**config.mk**
```make
export PLATFORM = sky130hd
export DESIGN_NAME = uart_tx_periph
export DESIGN_NICKNAME = d
export VERILOG_FILES = /design/src/rtl/uart_tx_periph.sv
export SDC_FILE = /design/constraint.sdc
export NUM_CORES = 1
export LEC_CHECK = 0
export ABC_AREA = 1
export CAP_MARGIN = 20
export CORE_UTILIZATION = 35
export CTS_BUF_LIST = sky130_fd_sc_hd__clkbuf_8 sky130_fd_sc_hd__clkbuf_16
export DETAILED_ROUTE_END_ITERATION = 8
export PLACE_DENSITY = 0.62
export SYNTH_ARGS = -nofsm -noshare
export SYNTH_HDL_FRONTEND = slang
export SYNTH_SLANG_ARGS = --single-unit
```
**constraint.sdc**
```tcl
create_clock -name clk -period 3.15 [get_ports clk]
set_input_delay 0.945 -clock clk [delete_from_list [all_inputs] [get_ports clk]]
set_output_delay 0.945 -clock clk [all_outputs]
set_load 0.1 [all_outputs]
```
**src/rtl/uart_tx_periph.sv**
```systemverilog
// Memory-mapped UART transmitter: a small byte FIFO feeds an 8N1 serializer
// whose bit period (BAUD_DIV+1 clocks) is programmable at run time.
module uart_tx_periph #(
  parameter int unsigned FIFO_DEPTH     = 4,
  parameter logic [15:0] BAUD_DIV_RESET = 16'd433
) (
  input  logic        clk,
  input  logic        reset_,
  input  logic        mem_sel,
  input  logic        mem_valid,
  output logic        mem_ready,
  input  logic        mem_wr,
  input  logic [11:0] mem_addr,
  input  logic [31:0] mem_wdata,
  output logic [31:0] mem_rdata,
  output logic        uart_tx
);

  localparam int unsigned PTR_W = $clog2(FIFO_DEPTH);
  localparam int unsigned LVL_W = PTR_W + 1;

  localparam logic [9:0] REG_DATA   = 10'h000;
  localparam logic [9:0] REG_STATUS = 10'h001;
  localparam logic [9:0] REG_BAUD   = 10'h002;

  typedef enum logic [1:0] {IDLE, START, DATA, STOP} state_e;

  logic             ready_q, ready_d;
  logic [31:0]      rdata_q, rdata_d;
  logic [15:0]      baud_div_q, baud_div_d;
  logic             overflow_q, overflow_d;

  logic [7:0]       fifo_mem [FIFO_DEPTH];
  logic [PTR_W-1:0] wr_ptr_q, wr_ptr_d;
  logic [PTR_W-1:0] rd_ptr_q, rd_ptr_d;
  logic [LVL_W-1:0] level_q, level_d;

  state_e           state_q, state_d;
  logic [15:0]      timer_q, timer_d;
  logic [2:0]       bit_cnt_q, bit_cnt_d;
  logic [7:0]       shift_q, shift_d;
  logic             tx_q, tx_d;

  logic             accept, reg_wr, reg_rd;
  logic [9:0]       reg_idx;
  logic             wr_data, wr_status, wr_baud;
  logic             fifo_full, fifo_empty, push, pop, bit_done;
  logic [31:0]      status;
  logic             unused_bits;

  assign accept      = mem_valid & mem_sel & ~ready_q;
  assign reg_idx     = mem_addr[11:2];
  assign reg_wr      = accept & mem_wr;
  assign reg_rd      = accept & ~mem_wr;
  assign wr_data     = reg_wr & (reg_idx == REG_DATA);
  assign wr_status   = reg_wr & (reg_idx == REG_STATUS);
  assign wr_baud     = reg_wr & (reg_idx == REG_BAUD);

  assign fifo_full   = (level_q == LVL_W'(FIFO_DEPTH));
  assign fifo_empty  = (level_q == '0);
  assign push        = wr_data & ~fifo_full;
  assign pop         = (state_q == IDLE) & ~fifo_empty;
  assign bit_done    = (timer_q == '0);
  assign unused_bits = ^{mem_addr[1:0], mem_wdata[31:16]};

  always_comb begin
    status        = '0;
    status[0]     = fifo_full;
    status[1]     = fifo_empty;
    status[2]     = (state_q != IDLE);
    status[3]     = overflow_q;
    status[15:8]  = 8'(level_q);
  end

  // NOTE: every always_comb output gets a default first, so no path can infer a latch.
  always_comb begin
    ready_d    = accept;
    rdata_d    = '0;
    baud_div_d = baud_div_q;
    overflow_d = overflow_q;
    if (reg_rd) begin
      case (reg_idx)
        REG_STATUS: rdata_d = status;
        REG_BAUD:   rdata_d = {16'h0000, baud_div_q};
        default:    rdata_d = '0;
      endcase
    end
    if (wr_baud) baud_div_d = mem_wdata[15:0];
    if (wr_status && mem_wdata[3]) overflow_d = 1'b0;
    // A dropped byte sets overflow even if a clear lands in the same cycle.
    if (wr_data && fifo_full) overflow_d = 1'b1;
  end

  always_comb begin
    wr_ptr_d = push ? wr_ptr_q + PTR_W'(1) : wr_ptr_q;
    rd_ptr_d = pop  ? rd_ptr_q + PTR_W'(1) : rd_ptr_q;
    case ({push, pop})
      2'b10:   level_d = level_q + LVL_W'(1);
      2'b01:   level_d = level_q - LVL_W'(1);
      default: level_d = level_q;
    endcase
  end

  always_comb begin
    state_d   = state_q;
    timer_d   = bit_done ? timer_q : timer_q - 16'd1;
    bit_cnt_d = bit_cnt_q;
    shift_d   = shift_q;
    tx_d      = 1'b1;
    case (state_q)
      IDLE: begin
        if (!fifo_empty) begin
          state_d = START;
          shift_d = fifo_mem[rd_ptr_q];
          timer_d = baud_div_q;
        end
      end
      START: begin
        tx_d = 1'b0;
        if (bit_done) begin
          state_d   = DATA;
          bit_cnt_d = '0;
          timer_d   = baud_div_q;
        end
      end
      DATA: begin
        tx_d = shift_q[0];
        if (bit_done) begin
          shift_d   = {1'b0, shift_q[7:1]};
          bit_cnt_d = bit_cnt_q + 3'd1;
          timer_d   = baud_div_q;
          if (bit_cnt_q == 3'd7) state_d = STOP;
        end
      end
      STOP: begin
        if (bit_done) state_d = IDLE;
      end
    endcase
  end

  // NOTE: sequential state uses non-blocking assignments so every register samples pre-edge values.
  always_ff @(posedge clk) begin
    if (!reset_) begin
      ready_q    <= 1'b0;
      rdata_q    <= '0;
      baud_div_q <= BAUD_DIV_RESET;
      overflow_q <= 1'b0;
      wr_ptr_q   <= '0;
      rd_ptr_q   <= '0;
      level_q    <= '0;
      state_q    <= IDLE;
      timer_q    <= '0;
      bit_cnt_q  <= '0;
      shift_q    <= '0;
      tx_q       <= 1'b1;
    end else begin
      ready_q    <= ready_d;
      rdata_q    <= rdata_d;
      baud_div_q <= baud_div_d;
      overflow_q <= overflow_d;
      wr_ptr_q   <= wr_ptr_d;
      rd_ptr_q   <= rd_ptr_d;
      level_q    <= level_d;
      state_q    <= state_d;
      timer_q    <= timer_d;
      bit_cnt_q  <= bit_cnt_d;
      shift_q    <= shift_d;
      tx_q       <= tx_d;
    end
  end

  // NOTE: FIFO storage is not reset; the pointers and level alone decide which entries are valid.
  always_ff @(posedge clk) begin
    if (push) fifo_mem[wr_ptr_q] <= mem_wdata[7:0];
  end

  assign mem_ready = ready_q;
  assign mem_rdata = rdata_q;
  assign uart_tx   = tx_q;

endmodule

```
# Word-level counts from Yosys, hierarchy flattened
# Memories as Yosys holds them, arrays and structs flattened. A register that Yosys moved wholly into a read port is not among the register bits.
# Cells that the tools add are included.
# classes
reduce_logical	16
n_addsub	6
n_bitwise	13
n_eq_ne	14
n_mux	25
# op_table
op	n
one-hot mux 16 bit (2 select lines)	2
2-to-1 mux 16 bit	3
logical NOT 16 bit	1
2-to-1 mux 8 bit	2
one-hot mux 8 bit (2 select lines)	1
subtractor 16 x 1 -> 16 bit (second input constant)	1
2-to-1 mux 2 bit	7
one-hot mux 3 bit (2 select lines)	2
equality test 10 x 1 -> 1 bit (second input constant)	1
equality test 10 x 2 -> 1 bit (second input constant)	1
logical NOT 10 bit	1
inequality test 2 bit (second input constant)	5
nonzero test 2 bit	5
bitwise AND 1 bit	9
one-hot mux 2 bit (4 select lines)	1
adder 3 x 1 -> 3 bit (second input constant)	2
equality test 2 bit (second input constant)	3
equality test 3 bit (second input constant)	2
2-to-1 mux 3 bit	2
AND reduction 3 bit	2
AND reduction 5 bit	1
adder 2 x 1 -> 2 bit (second input constant)	2
equality test 2 x 1 -> 1 bit (second input constant)	2
2-to-1 mux 1 bit	4
other kinds (8)	12
# word_totals
ff_bits	87
input_bits	49
mem_bits_rw	32
elab_cells	87
mem_count	1
# memory_table
memory	words	word_bits	read_ports	rd_clocked_by_memory_dff	wr	line	text
fifo_mem	4	8	1	1	1	33	logic [7:0] fifo_mem [FIFO_DEPTH];

# Longest topological paths before layout
# Gate-level depths: netlist of the first run.
# depth
depth_word	7
ltp_mapped	13
ltp_nobuf	11

# Least setup slack after synthesis of the first run
# Ideal clock, no wire load.
# synth_timing
path_type	input to register
startpoint	in mem_addr[11]
endpoint	reg level_q[1]
n_path_buf	0
setup_time_ps	65
arrival_ps	2500
t_required_ps	3085
path_stages	9
slack_ps	585
path_cell_list	or2_1 -> nor2_1 -> nand4_2 -> ha_1 -> inv_1 -> fa_1 -> nor2_1 -> a21oi_1 -> nor2_1
# synth_between
elab_chain_len	5
word_cells_on_any_way	7
# synth_rtl
item	line	text
from (decl)	13	input logic [11:0] mem_addr,
logical NOT 10 bit *	55	assign wr_data = reg_wr & (reg_idx == REG_DATA);
bitwise AND 1 bit *	55	
bitwise AND 1 bit *	61	assign push = wr_data & ~fifo_full;
equality test 2 x 1 -> 1 bit or equality test 2 bit (tied branches)	97	case ({push, pop})
one-hot mux 3 bit (2 select lines) or nonzero test 2 bit (tied branches)	-	
to (signal assigned)	163	level_q <= level_d;
to (decl)	36	logic [LVL_W-1:0] level_q, level_d;
# Every way passes the cells marked *; elsewhere a longest branch is shown, timed or not.
# A chain may end at the register's enable or synchronous reset.

# Final worst setup path of the first run
# layout_timing
startpoint	in mem_addr[11]
endpoint	reg level_q[2]
# Same word-level chain as after synthesis.

==> qor.log, run 1 <==
qor: outcome.run_status completed
qor: sta.report.final.hold_viol_count 0
qor: route.drt-initial-drc-count 249
qor: cts.cts.sinks 105
qor: grt.pin_count_of_the_biggest_net_entering_global_routing 39
qor: cts.ctsHoldBuffers 0
qor: cts.cts.repair_timing.setup_buffer_count 0
qor: placed_design.dp_hpwl 8.24 mm
qor: power.power.leakage 2.46 nW
qor: synth.synth-seq-cells 105
qor: final_layout.fraction_of_layout_cells_with_a_size_suffix_above_1 0.101
qor: cts.clock_latency 0.35 ns
qor: synth.syn_avg_cell_area 7.82 um2
qor: power.power.share.clock 0.245
qor: setup_path.worst_ep_arrival_time 2.91 ns
qor: final_layout.finish.utilization 0.421
qor: synth.yosys.cell_types.count 36
qor: sta.worst-slew-pin-transition 0.697 ns
qor: sta.layout_min_cycle_time 2.63 ns
qor: power.fraction_of_power_spent_switching_nets 0.404
qor: cts.tritoncts_clock_tree built
qor: hold_path.hold_path_class reg -> reg
qor: cts.cts_max_level 3
qor: final_layout.multi_input_comb_area 2170 um2
qor: cts.cts_buffers 9
qor: final_layout.ff_latch_area 2420 um2
qor: sta.period_utilization 0.837
qor: power.power_switching 0.00178 W
qor: setup_path.critical_path_peak_fanout 3
qor: sta.finClkSkew 0.00782 ns
qor: grt.globalRouteTotalUtil 0.163
qor: route.dr_total_vias 4254
qor: cts.cts.path.max_buffers 2
qor: power.p_per_area 746 nW/um2
qor: die.pin_count 83
qor: die.row_count 43
qor: sta.grt_setup_unrepaired false
qor: synth.yosysWarningCount 0
qor: final_layout.flow.area_growth_from_synthesis 16.2%
qor: sta.fmaxAchievable 0.380 GHz
qor: route.drt_first_pass_iters 4
qor: cts.cts.repair.resized 0
qor: die.die-area 15000 um2
qor: sta.totalNegativeSetupSlack 0 ns
qor: final_layout.fillerInstances 1396
qor: placed_design.place_inst 865
qor: route.route.met2.wl 5.52 mm
qor: setup_path.critical_path.startpoint_type primary input
qor: route.routed-wl-met3 450 um
qor: final_layout.layout.nets 759
qor: final_layout.final_cells 881
qor: route.drcViolationCount 0
qor: flow_run.max_cap_viol_count 0
qor: power.cellInternalPower 0.00262 W
qor: sta.timing_max_transition_violations_final 0
qor: placed_design.port_buffers 48
qor: cts.root_buffer sky130_fd_sc_hd__clkbuf_16
qor: die.starting_density_of_the_core 0.362
qor: power.fin_total_pwr 0.00439 W
qor: sta.finalSetupViolCount 0
qor: route.route.antenna.remaining_nets 0
qor: synth.ys_seq_area_frac 0.478
qor: final_layout.diodes 0
qor: die.placeable_core_region 14000 um2
qor: setup_path.worst-setup-path-type in -> reg
qor: grt.grt_antenna_before_repair 0
qor: route.wl_met1 5.42 mm
qor: synth.synthesis.area 5060 um2
qor: placed_design.globalplace.congestion 0.818
qor: power.share_seq_of_total_power 0.367
qor: cts.cts.clk_slew.worst_paths 0.07 ns
qor: power.power.ir.vdd_worst 0.000250 V
qor: die.floorplan.die.width 122 um
qor: sta.slew_headroom 0.535
qor: synth.postSynthCellCount 648
qor: grt.first_global_vias 3850
qor: setup_path.worstSetupEndpointType flip-flop
qor: route.route.top_layer_used met4
qor: grt.grt_pass1_wl 18.9 mm
qor: route.wirelength 11.6 mm
qor: die.dieHeight 122 um
qor: setup_path.timing.critical_path.required 3.42 ns
qor: power.relative_contribution_of_combinational_cells_to_total_power 0.388
qor: route.viasPerCell 4.83
qor: grt.grt_overflow_total 0
qor: route.post_drt_wl_per_cell 13.2 um
## cell usage after synthesis
library cell | count | share of area
sky130_fd_sc_hd__nand2_4 | 1 | 0.0022
sky130_fd_sc_hd__o21ai_0 | 43 | 0.042
sky130_fd_sc_hd__nand4_2 | 1 | 0.0025
sky130_fd_sc_hd__a211oi_1 | 1 | 0.0015
sky130_fd_sc_hd__ha_1 | 13 | 0.032
sky130_fd_sc_hd__nor2_2 | 11 | 0.014
sky130_fd_sc_hd__dfxtp_1 | 73 | 0.29
sky130_fd_sc_hd__buf_6 | 4 | 0.0089
sky130_fd_sc_hd__buf_2 | 7 | 0.0069
sky130_fd_sc_hd__inv_2 | 1 | 0.00074
sky130_fd_sc_hd__clkinv_2 | 1 | 0.00099
sky130_fd_sc_hd__inv_1 | 71 | 0.053
sky130_fd_sc_hd__o211ai_1 | 2 | 0.0030
sky130_fd_sc_hd__nand3b_1 | 2 | 0.0030
sky130_fd_sc_hd__nor2_1 | 76 | 0.056
sky130_fd_sc_hd__xor2_1 | 1 | 0.0017
sky130_fd_sc_hd__nand4_1 | 6 | 0.0074
sky130_fd_sc_hd__clkbuf_1 | 6 | 0.0044
sky130_fd_sc_hd__nand3b_2 | 1 | 0.0022
sky130_fd_sc_hd__nand2_1 | 151 | 0.11
sky130_fd_sc_hd__nand2_2 | 5 | 0.0062
sky130_fd_sc_hd__nor3_1 | 8 | 0.0079
sky130_fd_sc_hd__buf_8 | 1 | 0.0030
sky130_fd_sc_hd__o22ai_1 | 7 | 0.0086
sky130_fd_sc_hd__a21oi_1 | 47 | 0.046
sky130_fd_sc_hd__nand3_2 | 6 | 0.012
sky130_fd_sc_hd__conb_1 | 1 | 0.00074
sky130_fd_sc_hd__and2b_1 | 1 | 0.0015
sky130_fd_sc_hd__a21oi_2 | 2 | 0.0035
sky130_fd_sc_hd__fa_1 | 1 | 0.0040
sky130_fd_sc_hd__or2_1 | 1 | 0.0012
sky130_fd_sc_hd__nand3_1 | 44 | 0.043
sky130_fd_sc_hd__nor2_4 | 1 | 0.0022
sky130_fd_sc_hd__buf_4 | 17 | 0.025
sky130_fd_sc_hd__clkinv_1 | 2 | 0.0015
sky130_fd_sc_hd__edfxtp_1 | 32 | 0.19
## metrics by stage
step / worst slack, ns / cell area (um2) / hold WS (ns)
2_1_floorplan: 0.585 / 5120 / 0.432
3_3_place_gp: 0.230 / 5600 / 0.450
3_5_place_dp: 0.163 / 5600 / 0.456
5_1_grt: 0.340 / 5880 / 0.486
6_report: 0.515 / 5880 / 0.467
4_1_cts: 0.524 / 5880 / 0.469
## state kept, by name, indices dropped and copies added, names as in the netlist, 2 cells and up, named ones only
signal,flops
bit_cnt_q,3
rd_ptr_q,2
level_q,3
mem_rdata,16
shift_q,8
baud_div_q,16
wr_ptr_q,2
state_q,2
timer_q,16
fifo_mem,32
## layout by cell type, fill, tap and decap left out, types with 16 or more instances in the layout
| cell | instances |
|---|---|
| sky130_fd_sc_hd__inv_1 | 72 |
| sky130_fd_sc_hd__nand2_1 | 151 |
| sky130_fd_sc_hd__edfxtp_1 | 32 |
| sky130_fd_sc_hd__clkdlybuf4s50_1 | 30 |
| sky130_fd_sc_hd__nand3_1 | 44 |
| sky130_fd_sc_hd__o21ai_0 | 43 |
| sky130_fd_sc_hd__conb_1 | 16 |
| sky130_fd_sc_hd__nor2_1 | 76 |
| sky130_fd_sc_hd__a21oi_1 | 47 |
| sky130_fd_sc_hd__buf_4 | 27 |
| sky130_fd_sc_hd__dfxtp_1 | 73 |
## metal layers
layer	global-route usage	up-vias
li1	-	2161
met1	0.217	1987
met2	0.265	93
met3	0.0293	13
met4	0.0579	0
met5	0	-
## area by class of cell
class,instances,share of cell area
timing repair buffer,57,0.0855
multi-input combinational,448,0.369
tap,180,0.0383
inverter,75,0.0481
clock buffer,9,0.0383
clock inverter,7,0.00915
sequential,105,0.412
## path summary, 6_finish.rpt
path,from,to,slack [ns],cells after the start
worst min register to register,level_q[0],mem_rdata[8],0.47,2
worst min-delay path,level_q[0],mem_rdata[8],0.47,2
worst max-delay path,mem_addr[11],level_q[2],0.52,11
worst max register to register,timer_q[0],shift_q[5],0.86,10
## logic make-up after synthesis
family,count (synthesis),share of synthesized area
DFF,105,0.478
AOI/OAI and AO/OA,102,0.105
xor gates and xnor gates,1,0.00173
other,1,0.000740
buffers and inverters,110,0.104
and+or+nand+nor,315,0.273
adders and majority gates,14,0.0361
## critical path, cell delays in order
cell and delay, ns:
sky130_fd_sc_hd__clkdlybuf4s50_1 0.39, sky130_fd_sc_hd__or2_1 0.25, sky130_fd_sc_hd__nor2_1 0.19, sky130_fd_sc_hd__nand4_2 0.15, sky130_fd_sc_hd__ha_1 0.21, sky130_fd_sc_hd__inv_1 0.11
sky130_fd_sc_hd__fa_1 0.21, sky130_fd_sc_hd__a21oi_1 0.07, sky130_fd_sc_hd__o21ai_0 0.10, sky130_fd_sc_hd__o21ai_0 0.12, sky130_fd_sc_hd__a21oi_1 0.17
## power by group through the flow
| stage | Sequential [W] | Clock (W) | Combinational, W |
|---|---|---|---|
| 2_1_floorplan | 0.00166 | 0 | 0.00138 |
| 6_report | 0.00161 | 0.00107 | 0.00170 |
| 3_3_place_gp | 0.00164 | 0 | 0.00165 |
| 3_5_place_dp | 0.00165 | 0 | 0.00170 |
| 4_1_cts | 0.00161 | 0.00109 | 0.00171 |
| 5_1_grt | 0.00163 | 0.00114 | 0.00194 |
Power figures use the tool's default switching activity.
==> run 2, diff against run 1 <==
PLACE_DENSITY = 0.64   (was 0.62)
clock period = 2.34 ns   (was 3.15 ns; I/O delays follow)
==> qor.log, run 2 (same netlist as run 1, synthesis figures left out) <==
qor: setup_path.crit_family simple AND/OR/NAND/NOR gates [unchanged]
qor: cts.cts.sinks 105 [unchanged]
qor: route.drcViolationCount 0 [unchanged]
qor: sta.totalNegativeSetupSlack 0 ns [unchanged]
qor: final_layout.fraction_of_layout_cells_with_a_size_suffix_above_1 0.137 [was 0.101]
qor: setup_path.critical_path.startpoint_type primary input [unchanged]
qor: cts.tritoncts_clock_tree built [unchanged]
qor: cts.clock_latency 0.35 ns [about the same]
qor: sta.timing_max_transition_violations_final 0 [unchanged]
qor: die.die-area 15000 um2 [unchanged]
qor: placed_design.port_buffers 48 [unchanged]
qor: sta.setup_slack 0.149 ns [was 0.515 ns]
qor: setup_path.worst-setup-path-type in -> reg [unchanged]
qor: setup_path.critical_path_peak_fanout 2 [was 3]
qor: die.starting_density_of_the_core 0.362 [unchanged]
qor: cts.cts_max_level 3 [unchanged]
qor: route.drt-initial-drc-count 233 [was 249]
qor: hold_path.hold_path_class reg -> reg [unchanged]
qor: setup_path.worst_ep_arrival_time 2.49 ns [was 2.91 ns]
qor: sta.report.final.hold_viol_count 0 [unchanged]
qor: sta.period_utilization 0.936
qor: grt.globalRouteTotalUtil 0.163 [about the same]
qor: grt.grt_overflow_total 0 [unchanged]
qor: final_layout.finish.utilization 0.438 [was 0.421]
qor: power.power.ir.vdd_worst 0.000391 V [was 0.000250 V]
qor: setup_path.critPathSlowestCell sky130_fd_sc_hd__fa_2 [was sky130_fd_sc_hd__clkdlybuf4s50_1]
qor: power.p_per_area 1010 nW/um2 [was 746 nW/um2]
qor: setup_path.worst_path_largest_cell_delay 0.41 ns [was 0.39 ns]
qor: cts.cts.clk_slew.worst_paths 0.08 ns [was 0.07 ns]
qor: grt.first_global_vias 3822 [was 3850]
qor: grt.grt_pass1_wl 18.9 mm [about the same]
qor: grt.pin_count_of_the_biggest_net_entering_global_routing 39 [unchanged]
qor: power.power.leakage 2.59 nW [was 2.46 nW]
qor: sta.grt_setup_unrepaired false [unchanged]
qor: setup_path.timing.critical_path.required 2.64 ns [was 3.42 ns]
qor: final_layout.flow.area_growth_from_synthesis 21.0% [was 16.2%]
qor: grt.grt_antenna_before_repair 0 [unchanged]
qor: flow_run.max_cap_viol_count 0 [unchanged]
qor: sta.finalSetupViolCount 0 [unchanged]
qor: final_layout.layout.nets 779 [was 759]
qor: setup_path.worstSetupEndpointType flip-flop [unchanged]
qor: die.floorplan.die.width 122 um [unchanged]
qor: cts.cts.path.max_buffers 2 [unchanged]
qor: route.viasPerCell 4.65 [was 4.83]
qor: setup_path.critPathMostFrequentCell sky130_fd_sc_hd__nor2_1
qor: route.wirelength 11.3 mm [was 11.6 mm]
qor: final_layout.layout.cells.most_common sky130_fd_sc_hd__nand2_1 [unchanged]
qor: route.drt_first_pass_iters 5 [was 4]
qor: cts.ctsHoldBuffers 0 [unchanged]
qor: route.post_drt_wl_per_cell 12.6 um [was 13.2 um]
qor: die.pin_count 83 [unchanged]
qor: sta.finClkSkew 0.00418 ns [was 0.00782 ns]
qor: final_layout.largest_register_ff_count 32 [unchanged]
qor: outcome.run_status completed [unchanged]
qor: die.placeable_core_region 14000 um2 [unchanged]
qor: route.route.antenna.remaining_nets 0 [unchanged]
qor: placed_design.place_worst_setup_slack -0.265 ns [was 0.163 ns]
qor: route.dr_total_vias 4191 [was 4254]
qor: setup_path.timing.critical_path.buf_inv 2 [unchanged]
qor: die.dieHeight 122 um [unchanged]
qor: placed_design.placement.cell_area 5770 um2 [was 5600 um2]
qor: sta.layout_min_cycle_time 2.19 ns
qor: placed_design.dp_hpwl 8.05 mm [was 8.24 mm]
qor: final_layout.largest-register fifo_mem [unchanged]
qor: cts.cts_buffers 9 [unchanged]
qor: cts.root_buffer sky130_fd_sc_hd__clkbuf_16 [unchanged]
qor: setup_path.cp_cell_sequence clkdlybuf4s50_1, or2_1, nor2_2, nand4_2, ha_1, inv_2, fa_2, nor2_1, a21oi_1, nor2_1 [was clkdlybuf4s50_1, or2_1, nor2_1, nand4_2, ha_1, inv_1, fa_1, a21oi_1, o21ai_0, o21ai_0, a21oi_1]
qor: final_layout.layout_common_cells 151 x sky130_fd_sc_hd__nand2_1, 75 x sky130_fd_sc_hd__nor2_1, 72 x sky130_fd_sc_hd__dfxtp_1 [was 151 x sky130_fd_sc_hd__nand2_1, 76 x sky130_fd_sc_hd__nor2_1, 73 x sky130_fd_sc_hd__dfxtp_1]
qor: die.row_count 43 [unchanged]
qor: final_layout.final_design_area_no_fill 6130 um2 [was 5880 um2]
qor: sta.fmaxAchievable 0.456 GHz
qor: final_layout.diodes 0 [unchanged]
qor: placed_design.globalplace.congestion 0.807 [was 0.818]
==> run 2: changes by cell type in the layout (fill, tap and decap cells not counted), sizes merged <==
| cell | delta |
|---|---|
| clkinv | -1 |
| bufinv | +2 |
| inv | -1 |
| buf | +20 |
==> run 2: what timing repair did <==
action	in CTS	in global routing
setup buffers	0	1
gates resized for setup	0	7
endpoints found under the setup margin	0	2
==> run 2: tightest hold or removal path: stages, from the launching register on <==
cell	delay [ns]
sky130_fd_sc_hd__dfxtp_1	0.31
sky130_fd_sc_hd__nand2_1	0.06
sky130_fd_sc_hd__a21oi_1	0.05
==> run 2: worst paths after layout <==
path / end / cells past startpoint / slack, ns / start
setup reg to reg: level_q[2] / 11 / 0.33 / state_q[0]
hold / removal: mem_rdata[8] / 2 / 0.47 / level_q[0]
hold reg to reg: mem_rdata[8] / 2 / 0.47 / level_q[0]
setup / recovery: level_q[1] / 10 / 0.15 / mem_addr[11]
==> run 2: layer usage <==
metal  vias up  track usage  wire, um
met2       104        0.245      5100
met4         0       0.0633       185
met1      1870        0.231      5490
met3        15       0.0270       548
li1       2202            -         -
met5         -            0         0
==> run 2: where the power goes <==
| group | leakage [nW] | switching [W] | internal [W] |
|---|---|---|---|
| sequential | 0.880 | 0.000125 | 0.00205 |
| clock | 0.164 | 0.000726 | 0.000961 |
| combinational | 1.54 | 0.00153 | 0.000766 |
| total | 2.59 | 0.00238 | 0.00378 |
==> run 2: layout make-up <==
| class | instances | area (um2) |
|---|---|---|
| clock buffer | 9 | 225 |
| clock inverter | 7 | 109 |
| fill | 1388 | 7860 |
| inverter | 75 | 283 |
| multi-input combinational | 448 | 2180 |
| sequential | 105 | 2420 |
| tap | 180 | 225 |
| timing repair buffer | 77 | 678 |
==> run 2: metrics by stage <==
step / std cells / hold slack (ns) / total power [W]
6_report: 901 / 0.467 / 0.00616
2_1_floorplan: 663 / 0.432 / 0.00410
3_5_place_dp: 884 / 0.453 / 0.00451
4_1_cts: 900 / 0.464 / 0.00619
5_1_grt: 901 / 0.482 / 0.00664
3_3_place_gp: 884 / 0.449 / 0.00449
==> run 3, diff against run 2 <==
CTS_CLUSTER_SIZE = 20   (was unset)
==> results of run 3 <==
No change in the layout: final DEF, timing and power equal those of run 2.
